$ cat src/rtl/ib_issue_ctrl.sv
// Issue controller between the dual-FIFO instruction buffer and decode/issue.
// Holds one popped instruction pair and issues it as a pair or as two singles.
module ib_issue_ctrl #(
    parameter int DW         = 104,
    parameter bit DUAL_ISSUE = 1'b1
) (
    input  logic          clk,
    input  logic          rst,
    input  logic          flush,
    input  logic [DW-1:0] ib_data1,
    input  logic [DW-1:0] ib_data2,
    input  logic [1:0]    ib_valid,
    output logic          get_data_req,
    input  logic          issue_ready,
    output logic [1:0]    issue_valid,
    output logic [DW-1:0] issue_data1,
    output logic [DW-1:0] issue_data2,
    output logic [31:0]   cnt_dual,
    output logic [31:0]   cnt_single,
    output logic [1:0]    dbg_state
);

    typedef enum logic [1:0] {
        S_EMPTY  = 2'd0,
        S_PAIR   = 2'd1,
        S_SECOND = 2'd2
    } state_t;

    // Handshake: an issue transfers in a cycle where issue_valid != 00 and
    // issue_ready = 1; a pop transfers when get_data_req = 1 and ib_valid[0] = 1.

    state_t          state_q, state_d;
    logic [DW-1:0]   h1_q, h1_d;
    logic [DW-1:0]   h2_q, h2_d;
    logic [31:0]     cnt_dual_q, cnt_dual_d;
    logic [31:0]     cnt_single_q, cnt_single_d;

    logic [4:0]      h1_rd, h2_rd, h2_rj, h2_rk;
    logic            raw_dep;
    logic            hazard;
    logic [1:0]      valid_raw;
    logic            fire;
    logic            load;

    // Register fields sit in inst[14:0], i.e. entry bits [22:8].
    assign h1_rd = h1_q[12:8];
    assign h2_rd = h2_q[12:8];
    assign h2_rj = h2_q[17:13];
    assign h2_rk = h2_q[22:18];

    assign raw_dep = (h1_rd != 5'd0) &&
                     ((h2_rj == h1_rd) || (h2_rk == h1_rd) || (h2_rd == h1_rd));
    assign hazard  = !DUAL_ISSUE || h1_q[7] || h2_q[7] || raw_dep;

    always_comb begin
        valid_raw = 2'b00;
        case (state_q)
            S_PAIR:   valid_raw = hazard ? 2'b01 : 2'b11;
            S_SECOND: valid_raw = 2'b01;
            default:  valid_raw = 2'b00;
        endcase
    end

    assign issue_valid  = flush ? 2'b00 : valid_raw;
    assign fire         = issue_ready && (issue_valid != 2'b00);
    assign get_data_req = !flush && ((state_q == S_EMPTY) ||
                                     (fire && (state_q == S_SECOND)) ||
                                     (fire && (state_q == S_PAIR) && !hazard));
    assign load         = get_data_req && ib_valid[0];

    assign issue_data1 = (state_q == S_SECOND) ? h2_q : h1_q;
    assign issue_data2 = h2_q;
    assign cnt_dual    = cnt_dual_q;
    assign cnt_single  = cnt_single_q;
    assign dbg_state   = state_q;

    always_comb begin
        state_d      = state_q;
        h1_d         = h1_q;
        h2_d         = h2_q;
        cnt_dual_d   = cnt_dual_q;
        cnt_single_d = cnt_single_q;

        if (fire && (issue_valid == 2'b11)) cnt_dual_d   = cnt_dual_q + 32'd1;
        if (fire && (issue_valid == 2'b01)) cnt_single_d = cnt_single_q + 32'd1;

        if (flush) begin
            state_d = S_EMPTY;
        end else if (load) begin
            state_d = S_PAIR;
            h1_d    = ib_data1;
            h2_d    = ib_data2;
        end else if (fire) begin
            // A hazarded pair leaves h2 outstanding; any other fire drains.
            if (state_q == S_PAIR && hazard) state_d = S_SECOND;
            else                             state_d = S_EMPTY;
        end
    end

    always_ff @(posedge clk or negedge rst) begin
        if (!rst) begin
            state_q      <= S_EMPTY;
            h1_q         <= '0;
            h2_q         <= '0;
            cnt_dual_q   <= '0;
            cnt_single_q <= '0;
        end else begin
            state_q      <= state_d;
            h1_q         <= h1_d;
            h2_q         <= h2_d;
            cnt_dual_q   <= cnt_dual_d;
            cnt_single_q <= cnt_single_d;
        end
    end

endmodule
$ cat config.mk
export PLATFORM = sky130hd
export DESIGN_NAME = ib_issue_ctrl
export DESIGN_NICKNAME = d
export VERILOG_FILES = /design/src/rtl/ib_issue_ctrl.sv
export SDC_FILE = /design/constraint.sdc
export NUM_CORES = 1
export LEC_CHECK = 0
export CAP_MARGIN = 20
export CORE_AREA = 2 2 191 193
export CTS_CLUSTER_SIZE = 8
export DETAILED_ROUTE_END_ITERATION = 7
export DIE_AREA = 0 0 193 195
export DONT_BUFFER_PORTS = 1
export GPL_TIMING_DRIVEN = 0
export RECOVER_POWER = 25
export SYNTH_ARGS = -nofsm -noshare
export SYNTH_HDL_FRONTEND = slang
export SYNTH_SLANG_ARGS = --single-unit
$ cat constraint.sdc
create_clock -name clk -period 2.51 [get_ports clk]
set_input_delay 0.502 -clock clk [delete_from_list [all_inputs] [get_ports clk]]
set_output_delay 0.502 -clock clk [all_outputs]
set_load 0.005 [all_outputs]
Word level (Yosys, flattened, before mapping)
Index checks and enable logic that the tools add are counted.
{"block": "totals", "regBits": 274, "input_bits": 214, "out_inout_bits": 277, "word_cells": 46}
{"block": "classes", "n_addsub": 2, "n_eq_ne": 7, "mux": 8, "bitwise": 1, "n_reduce_logical": 23}
{"cell": "$mux W104", "n": 1}
{"cell": "$add A32 B1 Y32 const B", "n": 2}
{"cell": "$eq A5 B5 Y1", "n": 3}
{"cell": "$mux W2", "n": 6}
{"cell": "$logic_and A1 B1 Y1", "n": 10}
{"cell": "$logic_or A1 B1 Y1", "n": 6}
{"cell": "$reduce_bool A5 Y1", "n": 1}
{"cell": "$eq A2 B1 Y1 const B", "n": 2}
{"cell": "$eq A2 B2 Y1 const B", "n": 2}
{"cell": "$pmux W2 S2", "n": 1}
{"cell": "$reduce_bool A3 Y1", "n": 1}
{"cell": "$logic_not A1 Y1", "n": 2}
{"cell": "$logic_not A2 Y1", "n": 1}
{"cell": "$reduce_and A2 Y1", "n": 1}
{"cell": "$reduce_bool A2 Y1", "n": 1}
{"cell": "$not A1 Y1", "n": 1}

Logic depth before layout (Yosys ltp)
Gate-level depths: netlist (run 1).
{"block": "depth", "ltp_word": 17, "ltp_mapped": 10, "ltp_nobuf": 8}

Least setup slack after synthesis (run 1)
No wires, ideal clock.
{"block": "synth_path", "path_kind": "reg-to-reg", "startpoint": "register state_q[0] (netlist: dbg_state[0])", "endpoint": "register h1_q[100]", "setup_ps": 127, "arrival_ps": 2372, "t_required_ps": 2383, "path_slack_ps": 10, "stages_incl_launch_ff": 11, "path_buffers": 2, "synth_period_minus_slack_ps": 2500, "path_cell_list": "dfrtp_1 inv_1 ha_1 nor2b_1 and3_1 o311a_1 o21a_1 o311a_4 buf_8 buf_8 mux2_1"}
{"block": "synth_between", "elab_chain_cells": 11, "elab_cells_between_ends": 15, "cone_classes": "eq/ne (2); mux (2); reduce/logical (11)"}
{"element": "start, declared", "line": "32", "text": "state_t state_q, state_d;"}
{"element": "start signal, assigned", "line": "108", "text": "state_q <= state_d;"}
{"element": "$eq A2 B2 Y1 / $eq A2 B1 Y1 (equally long branches)", "line": "57", "text": "case (state_q)"}
{"element": "$pmux W2 S2 (*)", "line": "57"}
{"element": "$mux W2 (*)", "line": "64", "text": "assign issue_valid = flush ? 2'b00 : valid_raw;"}
{"element": "via issue_valid[0]", "line": "15", "text": "output logic [1:0] issue_valid,"}
{"element": "$reduce_bool A2 Y1 (*)", "line": "65", "text": "assign fire = issue_ready && (issue_valid != 2'b00);"}
{"element": "$logic_and A1 B1 Y1 (*)", "line": "65"}
{"element": "$logic_and A1 B1 Y1 (on tied branches)", "line": "67, 68"}
{"element": "$logic_or A1 B1 Y1 / $logic_and A1 B1 Y1 (equally long branches)", "line": "66, 68"}
{"element": "$logic_or A1 B1 Y1 (*)", "line": "67", "text": "(fire && (state_q == S_SECOND)) ||"}
{"element": "$logic_and A1 B1 Y1 (*)", "line": "66", "text": "assign get_data_req = !flush && ((state_q == S_EMPTY) ||"}
{"element": "$logic_and A1 B1 Y1 (*)", "line": "69", "text": "assign load = get_data_req && ib_valid[0];"}
{"element": "$reduce_and A2 Y1 (no line) (*)"}
{"element": "end signal, assigned", "line": "103", "text": "h1_q <= '0;"}
{"element": "end signal, assigned", "line": "109", "text": "h1_q <= h1_d;"}
{"element": "end, declared", "line": "33", "text": "logic [DW-1:0] h1_q, h1_d;"}
Mark *: on every way through the listed nets, which the timed path passes. The rest lies on a longest branch.
A chain may end at the register's enable or synchronous reset.

Worst setup path after layout (run 1)
{"block": "layout_path", "startpoint": "register state_q[0] (netlist: dbg_state[0])", "endpoint": "register h2_q[38] (netlist: issue_data2[38])"}
{"block": "layout_between", "elab_chain_cells": 11, "elab_cells_between_ends": 15, "cone_classes": "eq/ne (2); mux (2); reduce/logical (11)"}
{"element": "$eq A2 B2 Y1 / $eq A2 B1 Y1 (equally long branches)", "line": "57"}
{"element": "$pmux W2 S2 (*)", "line": "57"}
{"element": "$mux W2 (*)", "line": "64"}
{"element": "via issue_valid[0]", "line": "15"}
{"element": "$reduce_bool A2 Y1 (*)", "line": "65"}
{"element": "$logic_and A1 B1 Y1 (*)", "line": "65"}
{"element": "$logic_and A1 B1 Y1 (on tied branches)", "line": "67, 68"}
{"element": "$logic_or A1 B1 Y1 / $logic_and A1 B1 Y1 (equally long branches)", "line": "66, 68"}
{"element": "$logic_or A1 B1 Y1 (*)", "line": "67"}
{"element": "$logic_and A1 B1 Y1 (*)", "line": "66"}
{"element": "$logic_and A1 B1 Y1 (*)", "line": "69"}
{"element": "$reduce_and A2 Y1 (no line) (*)"}
{"element": "end signal, assigned", "line": "104", "text": "h2_q <= '0;"}
{"element": "end signal, assigned", "line": "110", "text": "h2_q <= h2_d;"}
{"element": "end, declared", "line": "34", "text": "logic [DW-1:0] h2_q, h2_d;"}
Marked as above.

==> flow_metrics.py, run 1 <==
metrics = {
    "outcome": {
        "status": "finished, violations left",
        "violated_checks": "negative hold slack, negative setup slack",
    },
    "critical_path": {
        "worst_ep_arrival_time_ps": 3150,
        "timing.critical_path.slowest_cell_delay_ps": 450,
        "cp.buffers_inverters": 4,
        "startpoint_type": "flip-flop",
        "crit_chain": "inv_4 -> ha_4 -> nor2b_4 -> and3_4 -> o311a_4 -> o21a_1 -> o311a_4 -> buf_16 -> buf_12 -> buf_12 -> mux2_4",
        "critPathTopFamily": "compound AO/OA/AOI/OAI gates",
        "critical_path.endpoint_type": "flip-flop",
        "timing.critical_path.slowest_stage_cell": "dfrtp_2",
        "cp_data_required_time_ps": 2930,
        "worst-setup-path-type": "reg -> reg",
        "crit_path_max_fanout": 8,
    },
    "detailed_routing": {
        "routed_wirelength_mm": 40.9,
        "route.antenna.remaining_nets": 0,
        "route.detailed.vias_per_inst": 5.35,
        "detail_route.first_pass.iterations": 4,
        "drcViolationCount": 0,
        "initialDrtViolationCount": 293,
        "vias": 7739,
        "route.detailed.wl_per_inst_um": 28.3,
    },
    "yosys": {
        "syn-instance-count": 888,
        "yosys.cell_types.count": 42,
        "synth_enable_flop_cells": 0,
        "synth_warnings": 0,
        "yosysSeqAreaShare_pct": 55.0,
        "syn_avg_cell_area_um2": 14.1,
        "synth_seq_cells": 274,
        "syn-cell-area_um2": 12500,
        "share_of_async_settable_or_async_resettable_flops_after_synthesis_pct": 100,
        "synth-main-ff-cell": "dfrtp_1",
        "syn_nets": 1107,
    },
    "place": {
        "dp_hpwl_mm": 26.9,
        "globalplace.congestion": 0.821,
        "placed_instances": 1349,
        "place.port_buffers": 0,
    },
    "grt": {
        "grt_pass1_wl_mm": 55.0,
        "grt_pass1_vias": 8150,
        "grt.overflow.total": 0,
        "global_route.usage.total_pct": 19.7,
        "grt_start_max_net_pins": 275,
        "number_of_antenna_violations_at_the_first_check_in_global_routing": 2,
    },
    "sta": {
        "grt_setup_unrepaired": "true",
        "period_share_pct": 109,
        "timing.final.crit_period_ps": 2730,
        "largest_clock_skew_in_the_final_design_ps": 14.5,
        "timing.final.hold_violations": 274,
        "fmax_mhz": 367,
        "worst_hold_margin_ps": -332,
        "slew_violations": 0,
        "slew_headroom_pct": 58.2,
        "fin_ws_ps": -218,
        "worst_slew_pin_slew_ps": 625,
        "setup_viol": 324,
    },
    "finish": {
        "final_instance_count_excl_fillers": 1446,
        "mostFrequentLayoutCells": "dfrtp_1 (272), mux2_4 (227), clkbuf_16 (63), mux2_1 (59), xor2_1 (43)",
        "layout_commonest_cell": "dfrtp_1",
        "drive_gt1_share_pct": 44.6,
        "synthToLayoutAreaGrowth_pct": 32.1,
        "diodes": 0,
        "total_number_of_nets_in_the_final_design": 1201,
    },
    "pwr": {
        "cellPowerDensity_nw_per_um2": 854,
        "vdd_drop_max_mv": 0.569,
        "total_leakage_power_nw": 7.29,
        "power_mw": 14.1,
    },
    "clock_network": {
        "worst_skew_pair_latency_ps": 540,
        "clk_pin_slew_worst_paths_ps": 50,
        "h-tree-depth": 2,
        "cts_buffers": 40,
        "cts_buffer_depth": 3,
        "cts_num_sinks": 274,
        "cts_root_buf": "clkbuf_16",
        "cts_tree": "built",
    },
    "floorplanning": {
        "die_area_um2": 37600,
        "dieHeight_um": 195,
        "initial_utilization_pct": 35.2,
        "floorplan.core_area_um2": 35400,
        "die_w_um": 193,
        "rows": 69,
        "io-pin-count": 491,
    },
    "min_path": {
        "hold_class": "in -> async",
    },
    "run": {
        "drv.max_cap_violation_count": 0,
    },
}
cells in the mapped netlist (2+ instances only):
cell type | number | area, um2
and4_1 | 6 | 52.6
nor2_1 | 21 | 78.8
nand2_1 | 26 | 97.6
nor4b_1 | 4 | 35.0
dfrtp_1 | 274 | 6860
nor4bb_1 | 2 | 20.0
xor2_1 | 43 | 377
nand3_1 | 20 | 100
inv_1 | 11 | 41.3
nor3_1 | 15 | 75.1
mux2_2 | 115 | 1290
o21ai_0 | 2 | 10.0
and2_1 | 4 | 25.0
ha_1 | 5 | 62.6
nor4_1 | 7 | 43.8
and3_1 | 9 | 56.3
o2111ai_1 | 2 | 17.5
mux2_1 | 198 | 2230
buf_6 | 10 | 113
nor2b_1 | 3 | 18.8
xnor2_1 | 34 | 298
or3_1 | 2 | 12.5
buf_8 | 11 | 165
buf_2 | 7 | 35.0
clkbuf_1 | 18 | 67.6
nand4_1 | 19 | 119
a21oi_1 | 5 | 25.0
sequential cells by signal, indices dropped and copies added, names as in the netlist:
register,cells
cnt_dual,32
cnt_single,32
dbg_state,2
h1_q,104
issue_data2,104
timing repair:
item / in CTS / in global routing
endpoints found under the hold margin: 274 / 274
setup endpoints to repair: 377 / 347
pin swaps: 5 / 10
setup buffers: 15 / 19
resized for setup: 157 / 248
gates cloned: 8 / 18
final cells by class:
| type | count | area [um2] |
|---|---|---|
| Tap cell | 461 | 577 |
| Multi-Input combinational cell | 554 | 6280 |
| Clock buffer | 42 | 1030 |
| Sequential cell | 274 | 6860 |
| Clock inverter | 3 | 25.0 |
| Fill cell | 3091 | 18900 |
| Inverter | 11 | 46.3 |
| Timing Repair Buffer | 57 | 946 |
| Buffer | 44 | 726 |
power by group:
| part | internal, mW | switching [mW] | leakage [nW] |
|---|---|---|---|
| combinational | 1.97 | 1.09 | 3.45 |
| sequential | 5.32 | 0.967 | 3.33 |
| clock | 2.87 | 1.86 | 0.516 |
stage by stage:
stage	setup TNS [ps]	worst slack [ps]	util, %	instance area, um2	hold slack, ps
final	-46020	-218	46.6	16500	-332
after floorplan	0	10.4	-	12500	206
after CTS	-52340	-239	42.6	15100	-370
after global routing	-82370	-332	46.6	16500	-366
after global placement	-184600	-961	36.9	13100	212
after detailed placement	-191870	-985	36.9	13100	212
worst reg2reg max path: cells and delay by family (launching register included):
family | cells | cell delay, ps
multiplexers | 1 | 300
buffers and inverters | 4 | 510
adder cells (fa/ha/maj) | 1 | 270
AO/OA/AOI/OAI | 3 | 650
flip-flops | 1 | 450
AND/OR/NAND/NOR | 2 | 440
worst paths after layout:
| path | start | to | slack, ps | cells past startpoint |
|---|---|---|---|---|
| max | dbg_state[0]$_DFFE_PN0P_ | issue_data2[38]$_DFFE_PN0P_ | -220 | 11 |
| min | rst | issue_data2[18]$_DFFE_PN0P_ | -330 | 0 |
| max reg2reg | dbg_state[0]$_DFFE_PN0P_ | issue_data2[38]$_DFFE_PN0P_ | -220 | 11 |
| min reg2reg | h1_q[97]$_DFFE_PN0P_ | h1_q[97]$_DFFE_PN0P_ | 480 | 1 |
| max in group asynchronous | rst | h1_q[80]$_DFFE_PN0P_ | 2420 | 0 |
| min in group clk | ib_data1[17] | h1_q[17]$_DFFE_PN0P_ | 90 | 1 |
kinds of logic (layout without fill, tap and decap cells):
group,after synthesis,in the layout,synth area share [%]
flip-flops,274,274,55.0
AO/OA/AOI/OAI,18,18,1.13
adder cells (fa/ha/maj),5,5,0.501
buffers and inverters,60,157,3.63
multiplexers,313,313,28.2
XOR/XNOR,77,77,5.41
AND/OR/NAND/NOR,141,141,6.13
routing by layer:
layer	global-route usage [%]	part of all wire (%)	vias up
met5	0	0.059	-
met3	8.61	10	48
met4	4.66	1.7	4
met2	34.4	51	330
met1	22.1	37	4014
li1	-	-	3343
(Power assumes the default switching activity.)
==> run 2: changes to the inputs <==
--- a/config.mk
+++ b/config.mk
@@ -6,10 +6,11 @@
 export NUM_CORES = 1
 export LEC_CHECK = 0
 export CAP_MARGIN = 20
-export CORE_AREA = 2 2 191 193
+export CORE_AREA = 2 2 192 194
+export CTS_BUF_LIST = sky130_fd_sc_hd__clkbuf_16
 export CTS_CLUSTER_SIZE = 8
 export DETAILED_ROUTE_END_ITERATION = 7
-export DIE_AREA = 0 0 193 195
+export DIE_AREA = 0 0 194 196
 export DONT_BUFFER_PORTS = 1
 export GPL_TIMING_DRIVEN = 0
 export RECOVER_POWER = 25
==> constraint.sdc (replaced) <==
create_clock -name clk -period 2.51 [get_ports clk]
set_input_delay 0.251 -clock clk [delete_from_list [all_inputs] [get_ports clk]]
set_output_delay 0.251 -clock clk [all_outputs]
set_load 0.005 [all_outputs]
==> run 2 against run 1 <==
Die area increased by 1.0%. Critical endpoint is now issue_data2[3]$_DFFE_PN0P_. Register-to-register slack got worse by 20 ps. Sequential share of layout area decreased by 3.9 points. Worst hold slack got worse by 260 ps. Clock-buffer cell count decreased by 1. Clock power increased by 1%. Clock skew increased by 6.2 ps. Cell count increased by 15%. The flow still finishes with violations (negative hold slack, negative setup slack). Fmax decreased by 0.89%.
==> flow_metrics.py, run 2 (same netlist as run 1, synthesis figures left out) <==
metrics = {
    "clock_network": {
        "cts_num_sinks": 274,
        "cts_tree": "built",
        "cts_buffers": 40,
        "cts.hold.buffers_added": 211,
        "cts_buffer_depth": 3,
        "clk_pin_slew_worst_paths_ps": 50,
        "h-tree-depth": 2,
        "cts_root_buf": "clkbuf_16",
        "worst_skew_pair_latency_ps": 540,
    },
    "sta": {
        "worst_hold_margin_ps": -591,
        "fmax_mhz": 363,
        "fin_ws_ps": -243,
        "timing.final.hold_violations": 274,
        "timing.final.crit_period_ps": 2750,
        "worst_slew_pin_slew_ps": 1140,
        "period_share_pct": 110,
        "grt_setup_unrepaired": "true",
        "slew_headroom_pct": 24.2,
        "setup_viol": 215,
        "largest_clock_skew_in_the_final_design_ps": 20.7,
        "slew_violations": 0,
    },
    "critical_path": {
        "critical_path.endpoint_type": "flip-flop",
        "crit_path_max_fanout": 7,
        "cp.buffers_inverters": 5,
        "startpoint_type": "flip-flop",
        "timing.critical_path.slowest_stage_cell": "dfrtp_2",
        "cp_data_required_time_ps": 2930,
        "r2r_setup_slack_ps": -240,
        "crit_path_frequent_cell": "buf_12",
        "worst_ep_arrival_time_ps": 3170,
        "timing.critical_path.slowest_cell_delay_ps": 430,
        "worst-setup-path-type": "reg -> reg",
        "critPathTopFamily": "buffers and inverters",
        "crit_chain": "inv_2 -> ha_4 -> nor2b_4 -> and3_4 -> o311a_4 -> o21a_1 -> o311a_4 -> buf_12 -> buf_16 -> buf_12 -> buf_12 -> mux2_4",
    },
    "outcome": {
        "status": "finished, violations left",
        "violated_checks": "negative hold slack, negative setup slack",
    },
    "place": {
        "globalplace.congestion": 0.847,
        "post_place_cell_area_um2": 13100,
        "dp_hpwl_mm": 26.5,
        "place.port_buffers": 0,
        "placed_instances": 1356,
    },
    "pwr": {
        "cellPowerDensity_nw_per_um2": 786,
        "power_mw": 14.3,
        "vdd_drop_max_mv": 0.669,
        "total_leakage_power_nw": 7.96,
    },
    "finish": {
        "post_route_cell_area_um2": 18200,
        "drive_gt1_share_pct": 37.8,
        "total_number_of_nets_in_the_final_design": 1406,
        "fin_util_pct": 50.5,
        "layout_commonest_cell": "dfrtp_1",
        "mostFrequentLayoutCells": "dfrtp_1 (272), dlygate4sd3_1 (211), mux2_4 (164), mux2_2 (105), clkbuf_16 (50)",
        "synthToLayoutAreaGrowth_pct": 46.0,
        "final_instance_count_excl_fillers": 1662,
    },
    "floorplanning": {
        "die_area_um2": 38000,
        "initial_utilization_pct": 34.6,
        "die_w_um": 194,
        "floorplan.core_area_um2": 36100,
        "rows": 70,
        "io-pin-count": 491,
        "dieHeight_um": 196,
    },
    "detailed_routing": {
        "drcViolationCount": 0,
        "vias": 8544,
        "detail_route.first_pass.iterations": 6,
        "initialDrtViolationCount": 222,
        "route.detailed.vias_per_inst": 5.14,
        "route.antenna.remaining_nets": 0,
        "routed_wirelength_mm": 42.2,
        "route.detailed.wl_per_inst_um": 25.4,
    },
    "run": {
        "drv.max_cap_violation_count": 0,
    },
    "grt": {
        "grt_pass1_vias": 9436,
        "global_route.usage.total_pct": 20.9,
        "number_of_antenna_violations_at_the_first_check_in_global_routing": 0,
        "grt_pass1_wl_mm": 60.6,
        "grt.overflow.total": 0,
        "grt_start_max_net_pins": 275,
    },
    "min_path": {
        "hold_class": "in -> async",
    },
}
==> run 2: changes by cell type in the layout (fill, tap and decap cells not counted), sizes merged <==
cell / delta
buf: +4
diode: +1
inv: +4
clkinvlp: -1
clkbuf: -11
clkinv: +1
dlygate4sd3: +211
==> run 2: metal layers <==
layer	global-route usage [%]	share of wire, %	vias up
met5	0	0	-
met2	37.0	52	354
met3	6.29	7.3	55
li1	-	-	3761
met1	23.7	38	4374
met4	7.69	2.8	0
==> run 2: power by group <==
part           total (mW)  leakage [nW]  switching (mW)  internal (mW)
logic                3.25          4.10            1.18           2.07
clock network        4.78         0.537            1.91           2.87
registers            6.29          3.33           0.966           5.32
total                14.3          7.96            4.05           10.3
==> run 2: layout make-up <==
cell class,instances,area (um2)
antenna,1,2.50
buffer,45,648
clock buffer,41,1030
clock inverter,7,36.3
fill,3001,17900
inverter,11,41.3
multi-input combinational,554,6090
sequential,274,6860
tap,468,586
timing repair buffer,261,2930
==> run 2: repair_timing <==
action / 4_1_cts / 5_1_grt
gates resized for setup: 212 / 115
gates cloned: 10 / 9
hold endpoints to repair: 484 / 274
setup endpoints to repair: 379 / 343
buffers inserted: 20 / 17
pin swaps: 4 / 14
==> run 2: stage by stage <==
step	setup WS, ps	hold slack [ps]	setup TNS, ps
finish	-243	-591	-40220
global route	-411	-624	-75660
CTS	-282	-635	-58660
detailed placement	-835	-38.5	-184390
global placement	-832	-39.4	-171820
floorplan	10.4	-44.6	0
==> run 2: worst paths after layout <==
kind | startpoint | endpoint | cells after the start
max | dbg_state[0]$_DFFE_PN0P_ | issue_data2[3]$_DFFE_PN0P_ | 12
min | rst | cnt_dual[4]$_DFFE_PN0P_ | 0
max reg2reg | dbg_state[0]$_DFFE_PN0P_ | issue_data2[3]$_DFFE_PN0P_ | 12
min reg2reg | h1_q[15]$_DFFE_PN0P_ | h1_q[15]$_DFFE_PN0P_ | 1
max in group asynchronous | rst | dbg_state[1]$_DFFE_PN0P_ | 0
min in group clk | issue_ready | dbg_state[1]$_DFFE_PN0P_ | 4
